**config.mk**
```make
export PLATFORM = sky130hd
export DESIGN_NAME = controlador_mdio
export DESIGN_NICKNAME = d
export VERILOG_FILES = /design/src/rtl/mdio_pkg.sv /design/src/rtl/generador_mdc.sv /design/src/rtl/controlador_mdio.sv
export SDC_FILE = /design/constraint.sdc
export NUM_CORES = 1
export LEC_CHECK = 0
export CORE_MARGIN = 2
export CORE_UTILIZATION = 40
export DETAILED_ROUTE_END_ITERATION = 8
export GPL_ROUTABILITY_DRIVEN = 1
export PLACE_DENSITY = 0.64
export SYNTH_ARGS = -nofsm -noshare
export SYNTH_HDL_FRONTEND = slang
export SYNTH_SLANG_ARGS = --single-unit
```
**constraint.sdc**
```tcl
create_clock -name clk -period 5 [get_ports clk]
set_clock_uncertainty 0.1 [all_clocks]
set_input_delay 1.5 -clock clk [delete_from_list [all_inputs] [get_ports clk]]
set_output_delay 1.5 -clock clk [all_outputs]
set_load 0.005 [all_outputs]
```
**src/rtl/mdio_pkg.sv**
```systemverilog
// Shared MDIO definitions for the station-manager controller and the PHY-side receiver.
// Latency: n/a (constants, types and a decode helper only).
// Backpressure: n/a.
package mdio_pkg;

  // FSM state encodings
  localparam logic [1:0] IDLE    = 2'd0;
  localparam logic [1:0] ENVIAR  = 2'd1;
  localparam logic [1:0] RECIBIR = 2'd2;

  // Frame field codes
  localparam logic [1:0] ST_START = 2'b01;
  localparam logic [1:0] OP_WRITE = 2'b01;
  localparam logic [1:0] OP_READ  = 2'b10;

  // Field bit positions inside the 32-bit frame
  localparam int OP_HI    = 29;
  localparam int OP_LO    = 28;
  localparam int REGAD_HI = 22;
  localparam int REGAD_LO = 18;

  localparam int FRAME_BITS = 32;
  localparam int HALF_BITS  = 16;

  typedef struct packed {
    logic [1:0]  st;
    logic [1:0]  op;
    logic [4:0]  phyad;
    logic [4:0]  regad;
    logic [1:0]  ta;
    logic [15:0] data;
  } mdio_frame_t;

  // Only OP=10 is a read; every other code is sent as a full 32-bit write.
  function automatic logic is_read(input logic [31:0] frame);
    return frame[OP_HI:OP_LO] == OP_READ;
  endfunction

endpackage

```
**src/rtl/generador_mdc.sv**
```systemverilog
// MDC generator: clk/2 divider with enable, mdc held at 0 while disabled.
// Latency: first rising mdc one clk after en rises; rise_ev/fall_ev flag the edge about to toggle mdc.
// Backpressure: none; en is the only control.
//
// Ports:
//   clk     in  system clock
//   reset   in  synchronous active-low reset
//   en      in  1 = run the divider
//   mdc     out management clock
//   rise_ev out 1 = the next clk edge drives mdc 0->1
//   fall_ev out 1 = the next clk edge drives mdc 1->0
module generador_mdc (
  input  logic clk,
  input  logic reset,
  input  logic en,
  output logic mdc,
  output logic rise_ev,
  output logic fall_ev
);

  always_ff @(posedge clk) begin
    if (!reset) begin
      mdc <= 1'b0;
    end else if (!en) begin
      mdc <= 1'b0;
    end else begin
      mdc <= ~mdc;
    end
  end

  // Strobes look ahead one edge so the controller can update data on the
  // same edge that drops mdc, keeping mdio_out stable across the rise.
  assign rise_ev = en & ~mdc;
  assign fall_ev = en & mdc;

endmodule

```
**src/rtl/controlador_mdio.sv**
```systemverilog
// MDIO station manager: shifts a 32-bit frame out MSB first and, for reads, captures 16 bits LSB first.
// Latency: 64 clk from accepted mdio_start to the mdio_done pulse, reads and writes alike.
// Backpressure: mdio_start is ignored while busy; a new start is taken the cycle after busy falls.
//
// Ports:
//   clk        in  system clock (mdc = clk/2 during a frame)
//   reset      in  synchronous active-low reset
//   mdio_start in  one-cycle request, accepted only when idle
//   t_data     in  frame {ST, OP, PHYAD, REGAD, TA, DATA}
//   mdio_in    in  serial data from the PHY
//   mdc        out management clock
//   mdio_out   out serial data to the PHY
//   mdio_oe    out 1 = controller drives MDIO
//   rd_data    out captured read data
//   data_rdy   out one-cycle pulse at read completion
//   mdio_done  out one-cycle pulse at end of every frame
//   busy       out high from accepted start through the mdio_done cycle
module controlador_mdio
  import mdio_pkg::*;
(
  input  logic        clk,
  input  logic        reset,
  input  logic        mdio_start,
  input  logic [31:0] t_data,
  input  logic        mdio_in,
  output logic        mdc,
  output logic        mdio_out,
  output logic        mdio_oe,
  output logic [15:0] rd_data,
  output logic        data_rdy,
  output logic        mdio_done,
  output logic        busy
);

  logic [1:0]  state;
  logic [31:0] shreg;
  logic [4:0]  bit_cnt;
  logic        rd_op;
  logic        mdc_en;
  logic        fall_ev;
  logic        rise_unused;

  // The divider only runs while a frame is in flight; it is idle (mdc=0)
  // on the acceptance edge, so edge 1 is the first mdc rise.
  assign mdc_en = (state != IDLE);

  generador_mdc u_gen (
    .clk     (clk),
    .reset   (reset),
    .en      (mdc_en),
    .mdc     (mdc),
    .rise_ev (rise_unused),
    .fall_ev (fall_ev)
  );

  // busy stays high through the done cycle so a start coinciding with
  // mdio_done is ignored.
  assign busy = (state != IDLE) | mdio_done;

  always_ff @(posedge clk) begin
    if (!reset) begin
      state     <= IDLE;
      shreg     <= '0;
      bit_cnt   <= '0;
      rd_op     <= 1'b0;
      mdio_out  <= 1'b0;
      mdio_oe   <= 1'b0;
      rd_data   <= '0;
      data_rdy  <= 1'b0;
      mdio_done <= 1'b0;
    end else begin
      mdio_done <= 1'b0;
      data_rdy  <= 1'b0;

      case (state)
        IDLE: begin
          if (mdio_start && !busy) begin
            shreg    <= t_data;
            rd_op    <= is_read(t_data);
            bit_cnt  <= '0;
            mdio_oe  <= 1'b1;
            mdio_out <= t_data[FRAME_BITS-1];
            state    <= ENVIAR;
          end
        end

        ENVIAR: begin
          // bit_cnt holds the index of the bit that was just sampled on the
          // preceding mdc rise.
          if (fall_ev) begin
            if (bit_cnt == 5'(FRAME_BITS - 1)) begin
              state     <= IDLE;
              mdio_oe   <= 1'b0;
              mdio_out  <= 1'b0;
              mdio_done <= 1'b1;
              bit_cnt   <= '0;
            end else if (rd_op && (bit_cnt == 5'(HALF_BITS - 1))) begin
              // Turnaround: release the line, keep counting through the
              // data phase so the counter ends at 31 for both frame types.
              state    <= RECIBIR;
              mdio_oe  <= 1'b0;
              mdio_out <= 1'b0;
              bit_cnt  <= bit_cnt + 5'd1;
            end else begin
              shreg    <= {shreg[FRAME_BITS-2:0], 1'b0};
              mdio_out <= shreg[FRAME_BITS-2];
              bit_cnt  <= bit_cnt + 5'd1;
            end
          end
        end

        RECIBIR: begin
          if (fall_ev) begin
            // bit_cnt runs 16..31 here; its low nibble is the data bit index.
            rd_data[bit_cnt[3:0]] <= mdio_in;
            if (bit_cnt == 5'(FRAME_BITS - 1)) begin
              state     <= IDLE;
              mdio_done <= 1'b1;
              data_rdy  <= 1'b1;
              bit_cnt   <= '0;
            end else begin
              bit_cnt <= bit_cnt + 5'd1;
            end
          end
        end

        default: begin
          state   <= IDLE;
          mdio_oe <= 1'b0;
          mdio_out <= 1'b0;
        end
      endcase
    end
  end

endmodule

```
==> summary.txt <==
Yosys
  – Synth area leaders: dfxtp_1 (42%), mux2i_1 (10%), o211a_1 (10%), nand2_1 (5.0%), ha_1 (3.9%)
  – Post-synthesis cell area: 2870 um2
  – Syn Nets: 338
  – Post-synth EDFFs: 0
  – Yosys top cell area share: 0.419
  – Dominant synthesized flop cell: dfxtp_1
  – Netlist cell types: 43
  – Sequential share of the synthesized area: 0.419
  – Cell taking the most area after synthesis: dfxtp_1
  – Seq cells post-synth: 60
  – Cell count after synthesis: 293
  – Warnings, synthesis: 0
  – Share of flip-flops with an asynchronous set or reset: 0
  – Avg Inst Size Synth: 9.79 um2

Layout
  – # diodes: 0
  – Layout Utilization: 0.542
  – NumNets Final: 384
  – Syn-to-layout area delta: 29.7%
  – Post-Layout Cell Count: 440
  – Fraction of final layout cells sized beyond drive strength 1: 0.0698
  – Design area: 3720 um2

GRT
  – Largest net degree at the start of global routing: 63
  – Initial antenna violation count: 0
  – Gr usage total: 0.163
  – Gr ovfl total: 0
  – Number of global-route vias before repair: 2081
  – First-pass GRT wire length: 9930 um

Floorplan
  – Row cnt: 30
  – Starting Density: 0.418
  – Die span in y: 88.7 um
  – Full die area: 7870 um2
  – Core footprint: 6870 um2
  – Chip width: 88.7 um
  – IO Pins: 58

Setup path
  – Worst R2R Start: bit_cnt[0]$_SDFFE_PN0P_
  – Critical Path End Type: output port
  – Critical-path maximum fanout: 10
  – Crit-path max cell delay: 500 ps
  – RR Endpoint: shreg[17]$_SDFFE_PN0P_
  – WP data arrival: 1700 ps
  – CP startpoint kind: register
  – R2R cell count: 8
  – Reg2reg setup slack: 1970 ps
  – Buffers and inverters on the worst path: 2
  – Critical path, cell by cell: inv_1 -> ha_1 -> nand2b_1 -> clkdlybuf4s50_1
  – WS Path Type: register to output port
  – Crit path max-delay family: buffers and inverters
  – Worst EP required: 3400 ps
  – Crit-path slowest cell: clkdlybuf4s50_1

STA
  – Pins Over Slew Limit: 0
  – Final worst-path cycle share: 0.660
  – Slew headroom: 0.419
  – Final WS setup: 1700 ps
  – Sum Neg Setup Slack: 0 ps
  – Fmax: 303 MHz
  – Minimum clock period: 3300 ps
  – Final Setup Violations: 0
  – Hold_ws: 354 ps
  – RSZ-0062 raised after global routing: no
  – Hold Vio Cnt, Final: 0
  – Worst-Margin Slew: 872 ps

CTS
  – Clk_lat worst skew: 330 ps
  – PostCTS Resize Cnt: 0
  – CTS H-Tree Depth: 3
  – Hold_buf cts: 0
  – CTS max path bufs: 2
  – Setup bufs post-CTS: 0
  – Clock slew at reported path FFs: 60 ps
  – CTS Buf Count: 9
  – Clock Sinks: 60
  – Clock Root Buffer: clkbuf_8
  – CTS tree: built

Drt
  – Iteration-0 DRC Markers: 93
  – Vias: 2324
  – WL/cell: 13.4 um
  – Uppermost routed layer: met4
  – WL met2: 2610 um
  – DR DRC count: 0
  – Wl on met1: 2920 um
  – Antenna viol nets, final: 0
  – DR pass1 iterations: 4
  – Wirelength, routed: 5900 um
  – Met3 Routed Length: 340 um
  – Number of vias per cell: 5.28

Power
  – VDD IR-drop max: 0.212 mV
  – Power per cell area: 462 nW/um2
  – Total power: 1.72 mW
  – Leak Pwr: 1.62 nW

Min path
  – Worst Hold Launch: shreg[0]$_SDFFE_PN0P_
  – Min-Delay Endpoint: shreg[0]$_SDFFE_PN0P_
  – Hold Crit Depth: 2
  – Hold crit path type: register to register

Place
  – RD Place Congestion: 0.715
  – Dpl ws: 1380 ps
  – Placed cell areas: 3470 um2
  – Placed Cells incl. Taps: 424
  – HPWL after DPL: 3930 um
  – PortBufs: 57

Job
  – MaxCap Viol Count: 0

Status
  – Outcome: complete, no violations
synth_stat cells (2+ instances only):
cell type  count
o41ai_1        4
dfxtp_1       60
o21ai_0        2
nand3b_1       2
o311ai_0       3
nand2_1       38
buf_2          8
a21o_1         2
buf_6          2
mux2i_1       30
buf_1          2
o211ai_1      14
a21oi_1        4
o211a_1       30
clkbuf_1      13
nand2b_1       7
nor2b_1        5
nor2_1         6
a21boi_0       2
inv_1          6
o31ai_1       15
nor3b_1        3
nand3_1        7
ha_1           9
worst min-delay path: stages (launching register included):
cell and delay, ps:
dfxtp_1 300, nand2_1 60, o21ai_1 50
power breakdown:
group / internal [mW] / switching (mW)
clock network: 0.358 / 0.182
logic: 0.266 / 0.276
registers: 0.581 / 0.0566
routing by layer:
layer  vias up  global-route usage
met1      1082               0.223
met5         -                   0
li1       1183                   -
met2        57               0.235
met4         0              0.0386
met3         2              0.0728
cells by family (layout without fill, tap and decap cells):
family                   count (synthesis)  count (layout)  share of synthesized area
adder cells (fa/ha/maj)                  9               9                     0.0393
AO/OA/AOI/OAI                           84              84                      0.246
multiplexers                            31              31                      0.110
flip-flops                              60              60                      0.419
AND/OR/NAND/NOR                         78              78                      0.137
buffers and inverters                   31              82                     0.0493
layout make-up:
cell class	instances	area, um2
flip-flops and latches	60	1200
inverters	6	22.5
well taps	96	120
repair buffers	60	588
fillers	644	3150
multi-input cells	202	1540
clock buffers	12	155
clock inverters	4	95.1
worst max-delay path by stage:
stage                     startpoint                       to  slack [ps]  depth (start not counted)
2_1_floorplan             mdio_start  bit_cnt[3]$_SDFFE_PN0P_        2300                          4
3_5_place_dp              mdio_start   shreg[17]$_SDFFE_PN0P_        1380                          6
3_3_place_gp              mdio_start    shreg[9]$_SDFFE_PN0P_        1410                          6
4_1_cts        state[0]$_SDFFE_PN0P_                     busy        1680                          4
5_1_grt        state[0]$_SDFFE_PN0P_                     busy        1580                          4
6_report       state[0]$_SDFFE_PN0P_                     busy        1700                          4
placed cells by master (no fill, tap or decap), types with 7 or more instances in the layout:
cell	n
dfxtp_1	60
clkdlybuf4s50_1	56
nand2_1	38
mux2i_1	30
o211a_1	30
o31ai_1	15
o211ai_1	14
clkbuf_8	11
ha_1	8
nand2b_1	7
nand3_1	7
sequential cells by signal, summed over array words and instances (netlist names):
signal	count
mdio_out	1
state	2
data_rdy	1
u_gen.mdc	1
mdio_done	1
shreg	31
rd_op	1
rd_data	16
mdio_oe	1
bit_cnt	5
No activity file was read; power rests on OpenSTA's default activity.
